### config.mk
export PLATFORM = sky130hd
export DESIGN_NAME = uart_tx_scheduler
export DESIGN_NICKNAME = d
export VERILOG_FILES = /design/src/rtl/uart_tx_scheduler.sv
export SDC_FILE = /design/constraint.sdc
export NUM_CORES = 1
export LEC_CHECK = 0
export BUFFER_PORTS_ARGS = -buffer_cell sky130_fd_sc_hd__buf_2
export CAP_MARGIN = 20
export CORE_MARGIN = 2
export CORE_UTILIZATION = 40
export CTS_BUF_LIST = sky130_fd_sc_hd__clkbuf_4
export DETAILED_ROUTE_END_ITERATION = 7
export GPL_TIMING_DRIVEN = 0
export MAX_ROUTING_LAYER = met4
export PLACE_DENSITY = 0.64
export RECOVER_POWER = 25
export SKIP_CTS_REPAIR_TIMING = 1
export SYNTH_ARGS = -nofsm -noshare
export SYNTH_HDL_FRONTEND = slang
export SYNTH_SLANG_ARGS = --single-unit
export TNS_END_PERCENT = 1
### constraint.sdc
create_clock -name CLK_I -period 2.6 [get_ports CLK_I]
set_input_delay 0.39 -clock CLK_I [delete_from_list [all_inputs] [get_ports CLK_I]]
set_output_delay 0.39 -clock CLK_I [all_outputs]
set_load 0.1 [all_outputs]
### src/rtl/uart_tx_scheduler.sv
// Shares the UART transmit path between the debug port (0) and the user passthrough (1),
// inserting ESC/channel switch sequences and stuffing payload bytes equal to ESC_CODE.
//
// state    | meaning
// ---------+------------------------------------------------------------
// IDLE     | no grant held, waiting for any requester
// ARB      | one cycle: pick requester, reset burst count
// SEND_ESC | emit ESC_CODE prefix of a channel switch
// SEND_CH  | emit channel number, line channel switches with the pulse
// DATA     | forward granted requester bytes until LAST or burst limit
// STUFF    | emit second ESC_CODE after a payload byte equal to ESC_CODE
module uart_tx_scheduler #(
    parameter logic [7:0] ESC_CODE  = 8'hB1,
    parameter int         MAX_BURST = 16,
    parameter int         HOLDOFF   = 2
) (
    input  logic       CLK_I,
    input  logic       RST_NI,
    input  logic       VALID0_I,
    input  logic [7:0] DATA0_I,
    input  logic       LAST0_I,
    output logic       READY0_O,
    input  logic       VALID1_I,
    input  logic [7:0] DATA1_I,
    input  logic       LAST1_I,
    output logic       READY1_O,
    input  logic       TX_READY_I,
    output logic       WE_O,
    output logic [7:0] DSEND_O,
    output logic       CHANNEL_O,
    output logic       BUSY_O
);

    localparam int              HW         = $clog2(HOLDOFF + 1);
    localparam logic [HW-1:0]   HOLDOFF_LD = HW'(HOLDOFF);
    localparam logic [7:0]      BURST_MAX  = 8'(MAX_BURST);

    typedef enum logic [2:0] {
        S_IDLE, S_ARB, S_SEND_ESC, S_SEND_CH, S_DATA, S_STUFF
    } state_t;

    state_t          state_q, state_d;
    logic            we_q, we_d;
    logic [7:0]      dsend_q, dsend_d;
    logic            channel_q, channel_d;
    logic            grant_q, grant_d;
    logic            rr_last_q, rr_last_d;
    logic [7:0]      burst_q, burst_d;
    logic [HW-1:0]   holdoff_q, holdoff_d;
    logic            last_q, last_d;

    logic            tx_free;
    logic            valid_g, last_g, accept, arb_grant;
    logic [7:0]      data_g, burst_inc;

    assign tx_free   = TX_READY_I && (holdoff_q == '0);
    assign valid_g   = grant_q ? VALID1_I : VALID0_I;
    assign data_g    = grant_q ? DATA1_I  : DATA0_I;
    assign last_g    = grant_q ? LAST1_I  : LAST0_I;
    assign accept    = (state_q == S_DATA) && valid_g && tx_free;
    assign burst_inc = burst_q + 8'd1;
    // On contention the port that did not win last time takes the grant.
    assign arb_grant = (VALID0_I && VALID1_I) ? ~rr_last_q : VALID1_I;

    assign READY0_O  = accept && !grant_q;
    assign READY1_O  = accept && grant_q;
    assign WE_O      = we_q;
    assign DSEND_O   = dsend_q;
    assign CHANNEL_O = channel_q;
    assign BUSY_O    = (state_q != S_IDLE);

    always_comb begin
        state_d   = state_q;
        we_d      = 1'b0;
        dsend_d   = dsend_q;
        channel_d = channel_q;
        grant_d   = grant_q;
        rr_last_d = rr_last_q;
        burst_d   = burst_q;
        last_d    = last_q;
        holdoff_d = (holdoff_q != '0) ? holdoff_q - 1'b1 : '0;
        case (state_q)
            S_IDLE: begin
                if (VALID0_I || VALID1_I) state_d = S_ARB;
            end
            S_ARB: begin
                if (!(VALID0_I || VALID1_I)) begin
                    state_d = S_IDLE;
                end else begin
                    grant_d   = arb_grant;
                    rr_last_d = arb_grant;
                    burst_d   = 8'd0;
                    state_d   = (arb_grant != channel_q) ? S_SEND_ESC : S_DATA;
                end
            end
            S_SEND_ESC: begin
                if (tx_free) begin
                    we_d    = 1'b1;
                    dsend_d = ESC_CODE;
                    state_d = S_SEND_CH;
                end
            end
            S_SEND_CH: begin
                if (tx_free) begin
                    we_d      = 1'b1;
                    dsend_d   = {7'b0, grant_q};
                    channel_d = grant_q;
                    state_d   = S_DATA;
                end
            end
            S_DATA: begin
                if (accept) begin
                    we_d    = 1'b1;
                    dsend_d = data_g;
                    burst_d = burst_inc;
                    last_d  = last_g;
                    if (data_g == ESC_CODE)                     state_d = S_STUFF;
                    else if (last_g || burst_inc == BURST_MAX)  state_d = S_IDLE;
                end
            end
            S_STUFF: begin
                if (tx_free) begin
                    we_d    = 1'b1;
                    dsend_d = ESC_CODE;
                    state_d = (last_q || burst_q == BURST_MAX) ? S_IDLE : S_DATA;
                end
            end
            default: state_d = S_IDLE;
        endcase
        // The UART's ready flag lags the strobe, so ignore it briefly after every write.
        if (we_d) holdoff_d = HOLDOFF_LD;
    end

    always_ff @(posedge CLK_I or negedge RST_NI) begin
        if (!RST_NI) begin
            state_q   <= S_IDLE;
            we_q      <= 1'b0;
            dsend_q   <= 8'd0;
            channel_q <= 1'b0;
            grant_q   <= 1'b0;
            rr_last_q <= 1'b1;
            burst_q   <= 8'd0;
            holdoff_q <= '0;
            last_q    <= 1'b0;
        end else begin
            state_q   <= state_d;
            we_q      <= we_d;
            dsend_q   <= dsend_d;
            channel_q <= channel_d;
            grant_q   <= grant_d;
            rr_last_q <= rr_last_d;
            burst_q   <= burst_d;
            holdoff_q <= holdoff_d;
            last_q    <= last_d;
        end
    end

endmodule

==> flow_summary.ini, run 1 <==
[run_status]
status = complete, no violations

[finish]
layout_common_cells = 34 x buf_2, 25 x dfrtp_1, 19 x nor2_1, 19 x o21ai_0, 14 x nand2_1
stdcell_count = 264
finish.utilization = 0.508
area_growth_pct = 18.8
n_fill_cell = 370
post_route_cells_drive_above_1_share = 0.269
seqCellArea_um2 = 652
final_common_cell = buf_2
multiInputGateArea_um2 = 873
fin_nets = 242
antenna_cells = 0

[power_and_ir_drop]
clkPwrFrac = 0.125
total_power_uw = 2280
p_sw_frac = 0.533
p_int_uw = 1060
pwr_density_cell_nw_per_um2 = 1200
ir_drop_mv = 0.743
p_sw_uw = 1220
leakagePower_uw = 0.000858
seq_power_share = 0.283
power_frac_comb = 0.593

[synthesis]
synth_fa_ha_area_frac = 0.0156
syn_avg_cell_area_um2 = 9.04
synthSimpleGateAreaFrac = 0.235
synth-edff-count = 0
synthesis.nets = 202
synth_ff_type = dfrtp_1
ys_ff_latch = 26
ys_seq_area_frac = 0.407
netlist_instances = 177
async_flop_share = 1.00
synthMuxAreaShare = 0.0844
ys_types = 47
synthXorXnorAreaFrac = 0.00547
synth_compound_area_frac = 0.198
synth_top_family_by_area = simple AND/OR/NAND/NOR gates
yosys_warnings = 0
synthesis.area_um2 = 1600

[sta]
tns_ns = 0
maxSlewHeadroom = 0.0422
final_hold_viol_count = 0
worst_slack_ns = 0.173
setup_viol = 0
rsz0062_at_grt = false
clock_skew_ns = 0.00162
fin_crit_sh = 0.933
tightest_slew_ns = 1.44
period_minus_slack_ns = 2.43
slew_violations = 0
max_freq_ghz = 0.412

[placement]
place_inst = 260
place_ws_ns = 0.362
gp_congestion = 0.811
io_buffer_count = 35
hpwlAfterDp_um = 2780

[min_path]
hp-class = input port to flop

[floorplan]
row_count = 22
die_w_um = 67.3
ioPinCount = 36
fp.coreArea_um2 = 3740
dieArea_um2 = 4520
initial_core_util = 0.427
die_height_um = 67.3

[route]
drt_iter0_markers = 38
drc = 0
drtAntennaViolNets = 0
dr.pass1.iters = 4
via_per_inst = 5.44
vias = 1437
post_drt_wl_per_cell_um = 13.8
routed_wl_um = 3650

[global_routing]
overflow = 0
grt_pass1_wl_um = 6440
grt_start_max_net_pins = 27
grt_pass1_vias = 1389
grtUsageTotal = 0.189
antenna_found_initial = 0

[cts]
cts_buffer_depth = 2
clkTransAtPathRegs_ns = 0.14
cts_tree = built
cts_buffers = 3
root_buffer = clkbuf_4
cts_max_level = 1
clock-sinks = 26
clock_latency_ns = 0.33

[worst_setup_path]
cp_max_fo = 7
endpoint_kind = output pin
startpoint_type = flop
cp.arrival_ns = 2.04
critPathKind = flop to output pin
worstPathRequired_ns = 2.21
max_stage_delay_ns = 0.47
slowest_stage = dfrtp_1
path_cells = inv_1 > nor3_4 > nand2_1 > nor3b_2 > clkbuf_4

[flow_run]
drv_cap = 0
## sequential cells by signal (all words and copies together) (netlist names)
register and count:
rr_last_q 1, DSEND_O 8, last_q 1, grant_q 1, state_q 3, WE_O 1
CHANNEL_O 1, holdoff_q 2, burst_q 8
## critical path, delay by kind of cell, from the launching register on
| kind | cells | cell delay, ns |
|---|---|---|
| AND/OR/NAND/NOR | 3 | 0.71 |
| flip-flops | 1 | 0.47 |
| buffers and inverters | 2 | 0.51 |
## power groups by stage
stage                     clock [uW]  sequential (uW)  combinational, uW
after floorplan                    0             1060                673
after global placement             0              643               1350
after detailed placement           0              646               1350
after CTS                        291              639               1360
after global routing             308              664               1460
final                            285              645               1350
## layout make-up
cell class | instances | area share
repair buffers | 35 | 0.0928
clock buffers | 3 | 0.0118
multi-input cells | 134 | 0.460
clock inverters | 1 | 0.0158
plain buffers | 6 | 0.0237
flip-flops and latches | 26 | 0.343
inverters | 11 | 0.0217
well taps | 48 | 0.0316
## metal layers
layer | share of wire | track usage | vias up
met5 | 0 | - | -
met4 | 0.012 | 0.0459 | 0
met3 | 0.033 | 0.0200 | 5
met2 | 0.46 | 0.301 | 29
met1 | 0.50 | 0.259 | 682
li1 | - | - | 721
## cells by family after synthesis
group                      after synthesis
muxes                                   13
buffers and inverters                   17
DFF                                     26
xor gates and xnor gates                 1
adders and majority gates                2
and+or+nand+nor                         68
AOI/OAI and AO/OA                       50
## through the flow
| step | area, um2 | hold WS [ns] |
|---|---|---|
| floorplan | 1610 | 0.0944 |
| global placement | 1840 | 0.440 |
| detailed placement | 1840 | 0.444 |
| CTS | 1890 | 0.0575 |
| global route | 1900 | 0.367 |
| finish | 1900 | 0.345 |
## Yosys cell counts, drive strengths merged, types with 3 or more instances
cell / instances / area share
a21oi: 13 / 0.041
and3: 5 / 0.027
buf: 3 / 0.015
clkbuf: 3 / 0.013
dfrtp: 25 / 0.39
inv: 11 / 0.026
mux2: 4 / 0.028
mux2i: 9 / 0.056
nand2: 14 / 0.033
nand3: 9 / 0.031
nand4: 4 / 0.016
nor2: 19 / 0.045
nor4: 3 / 0.012
o21ai: 20 / 0.065
o22ai: 5 / 0.020
or3: 4 / 0.019
## path summary, 6_finish.rpt
| kind | from | endpoint | slack [ns] | cells after the start |
|---|---|---|---|---|
| worst min-delay path | DATA0_I[1] | DSEND_O[1]$_DFFE_PN0P_ | 0.34 | 3 |
| min in group asynchronous | RST_NI | burst_q[6]$_DFFE_PN0P_ | 0.36 | 1 |
| worst max register to register | state_q[2]$_DFFE_PN0P_ | burst_q[2]$_DFFE_PN0P_ | 0.61 | 6 |
| worst max-delay path | state_q[2]$_DFFE_PN0P_ | READY0_O | 0.17 | 5 |
| max in group asynchronous | RST_NI | burst_q[1]$_DFFE_PN0P_ | 1.41 | 1 |
| worst min register to register | DSEND_O[0]$_DFFE_PN0P_ | DSEND_O[0]$_DFFE_PN0P_ | 0.52 | 1 |
(Power assumes the default switching activity.)
==> run 2: changes to the inputs <==
clock period = 2.7 ns   (was 2.6 ns; I/O delays follow)
==> run 2 against run 1 <==
Against the previous run: via count did not move; clock power down 4%; non-clock buffer count unchanged; die area unchanged; sequential share of layout area barely moved; critical endpoint unchanged; largest power group unchanged.
==> flow_summary.ini, run 2 (same netlist as run 1, synthesis figures left out) <==
[floorplan]
die_height_um = 67.3
row_count = 22
ioPinCount = 36
dieArea_um2 = 4520
initial_core_util = 0.427
fp.coreArea_um2 = 3740
die_w_um = 67.3

[global_routing]
grtUsageTotal = 0.189
grt_pass1_wl_um = 6440
overflow = 0
antenna_found_initial = 0
grt_start_max_net_pins = 27
grt_pass1_vias = 1389

[sta]
maxSlewHeadroom = 0.0422
rsz0062_at_grt = false
fin_crit_sh = 0.938
tightest_slew_ns = 1.44
tns_ns = 0
clock_skew_ns = 0.00162
slew_violations = 0
period_minus_slack_ns = 2.53
final_hold_viol_count = 0
max_freq_ghz = 0.395
hold_ws_ns = 0.360
setup_viol = 0

[worst_setup_path]
path_buf_inv = 2
cp_max_fo = 7
path_cells = inv_1 > nor3_4 > nand2_1 > nor3b_2 > buf_2
max_stage_delay_ns = 0.47
crit_start = state_q[2]$_DFFE_PN0P_
cp.arrival_ns = 2.13
r2r_start = state_q[2]$_DFFE_PN0P_
worstPathRequired_ns = 2.30
regToRegEndpoint = burst_q[2]$_DFFE_PN0P_
startpoint_type = flop
reg2regPathDepth = 6
endpoint_kind = output pin
critPathKind = flop to output pin
r2r_setup_slack_ns = 0.71
slowest_stage = dfrtp_1
crit_family = simple AND/OR/NAND/NOR gates

[placement]
gp_congestion = 0.811
place_inst = 260
io_buffer_count = 35
hpwlAfterDp_um = 2780

[route]
drtAntennaViolNets = 0
via_per_inst = 5.44
drc = 0
dr.pass1.iters = 4
vias = 1437
drt_iter0_markers = 38
routed_wl_um = 3650
post_drt_wl_per_cell_um = 13.8

[power_and_ir_drop]
ir_drop_mv = 0.715
pwr_density_cell_nw_per_um2 = 1160
total_power_uw = 2200
leakagePower_uw = 0.000859

[finish]
layout_common_cells = 35 x buf_2, 25 x dfrtp_1, 19 x nor2_1, 19 x o21ai_0, 14 x nand2_1
post_route_cells_drive_above_1_share = 0.269
n_fill_cell = 371
stdcell_count = 264
antenna_cells = 0
fin_nets = 242
final_common_cell = buf_2
area_growth_pct = 18.6

[cts]
cts_buffer_depth = 2
clkTransAtPathRegs_ns = 0.14
root_buffer = clkbuf_4
clock-sinks = 26
clock_latency_ns = 0.33
cts_buffers = 3
cts_tree = built
cts_max_level = 1

[min_path]
hold-path-endpoint = DSEND_O[1]$_DFFE_PN0P_
hp-class = input port to flop
hold_depth = 3
min-delay-start = DATA0_I[1]

[run_status]
status = complete, no violations

[flow_run]
drv_cap = 0
run 2: changes by cell type in the layout (fill, tap and decap cells not counted), sizes merged:
cell    delta
buf        +1
clkbuf     -1
run 2: final cells by class:
type,count,area (um2),area share
clock buffer,3,22.5,0.0119
timing repair buffer,35,174,0.0916
clock inverter,1,30.0,0.0158
buffer,6,45.0,0.0237
multi-input combinational,134,873,0.460
tap,48,60.1,0.0316
sequential,26,652,0.343
inverter,11,41.3,0.0218
run 2: worst max path at each step:
stage	cells past startpoint	endpoint	slack [ns]
2_1_floorplan	4	READY1_O	0.08
3_3_place_gp	5	READY0_O	0.43
3_5_place_dp	5	READY0_O	0.43
4_1_cts	4	READY0_O	0.1
5_1_grt	5	READY0_O	0.04
6_report	5	READY0_O	0.17
run 2: worst register-to-register path: stages (launching register included):
cell,delay (ns)
dfrtp_1,0.47
inv_1,0.16
nor3_4,0.37
nand3_2,0.23
and2_0,0.34
o21ai_0,0.19
o21ai_0,0.12
run 2: through the flow:
| step | instance area (um2) | utilization | worst slack [ns] |
|---|---|---|---|
| after global routing | 1900 | 0.507 | 0.0361 |
| after global placement | 1840 | 0.492 | 0.434 |
| after CTS | 1890 | 0.506 | 0.0960 |
| after floorplan | 1610 | - | 0.0809 |
| final | 1900 | 0.507 | 0.168 |
| after detailed placement | 1840 | 0.492 | 0.432 |
run 2: routing by layer:
| layer | part of all wire | vias to the layer above | global-route usage |
|---|---|---|---|
| met5 | 0 | - | - |
| met4 | 0.012 | 0 | 0.0459 |
| met3 | 0.033 | 5 | 0.0200 |
| met2 | 0.46 | 29 | 0.301 |
| met1 | 0.50 | 682 | 0.259 |
| li1 | - | 721 | - |
run 2: report_power, final:
group	internal (uW)	total (uW)	leakage, uW	switching (uW)
logic	358	1300	0.000492	943
registers	516	621	0.000339	105
clock network	150	274	0.0000279	124
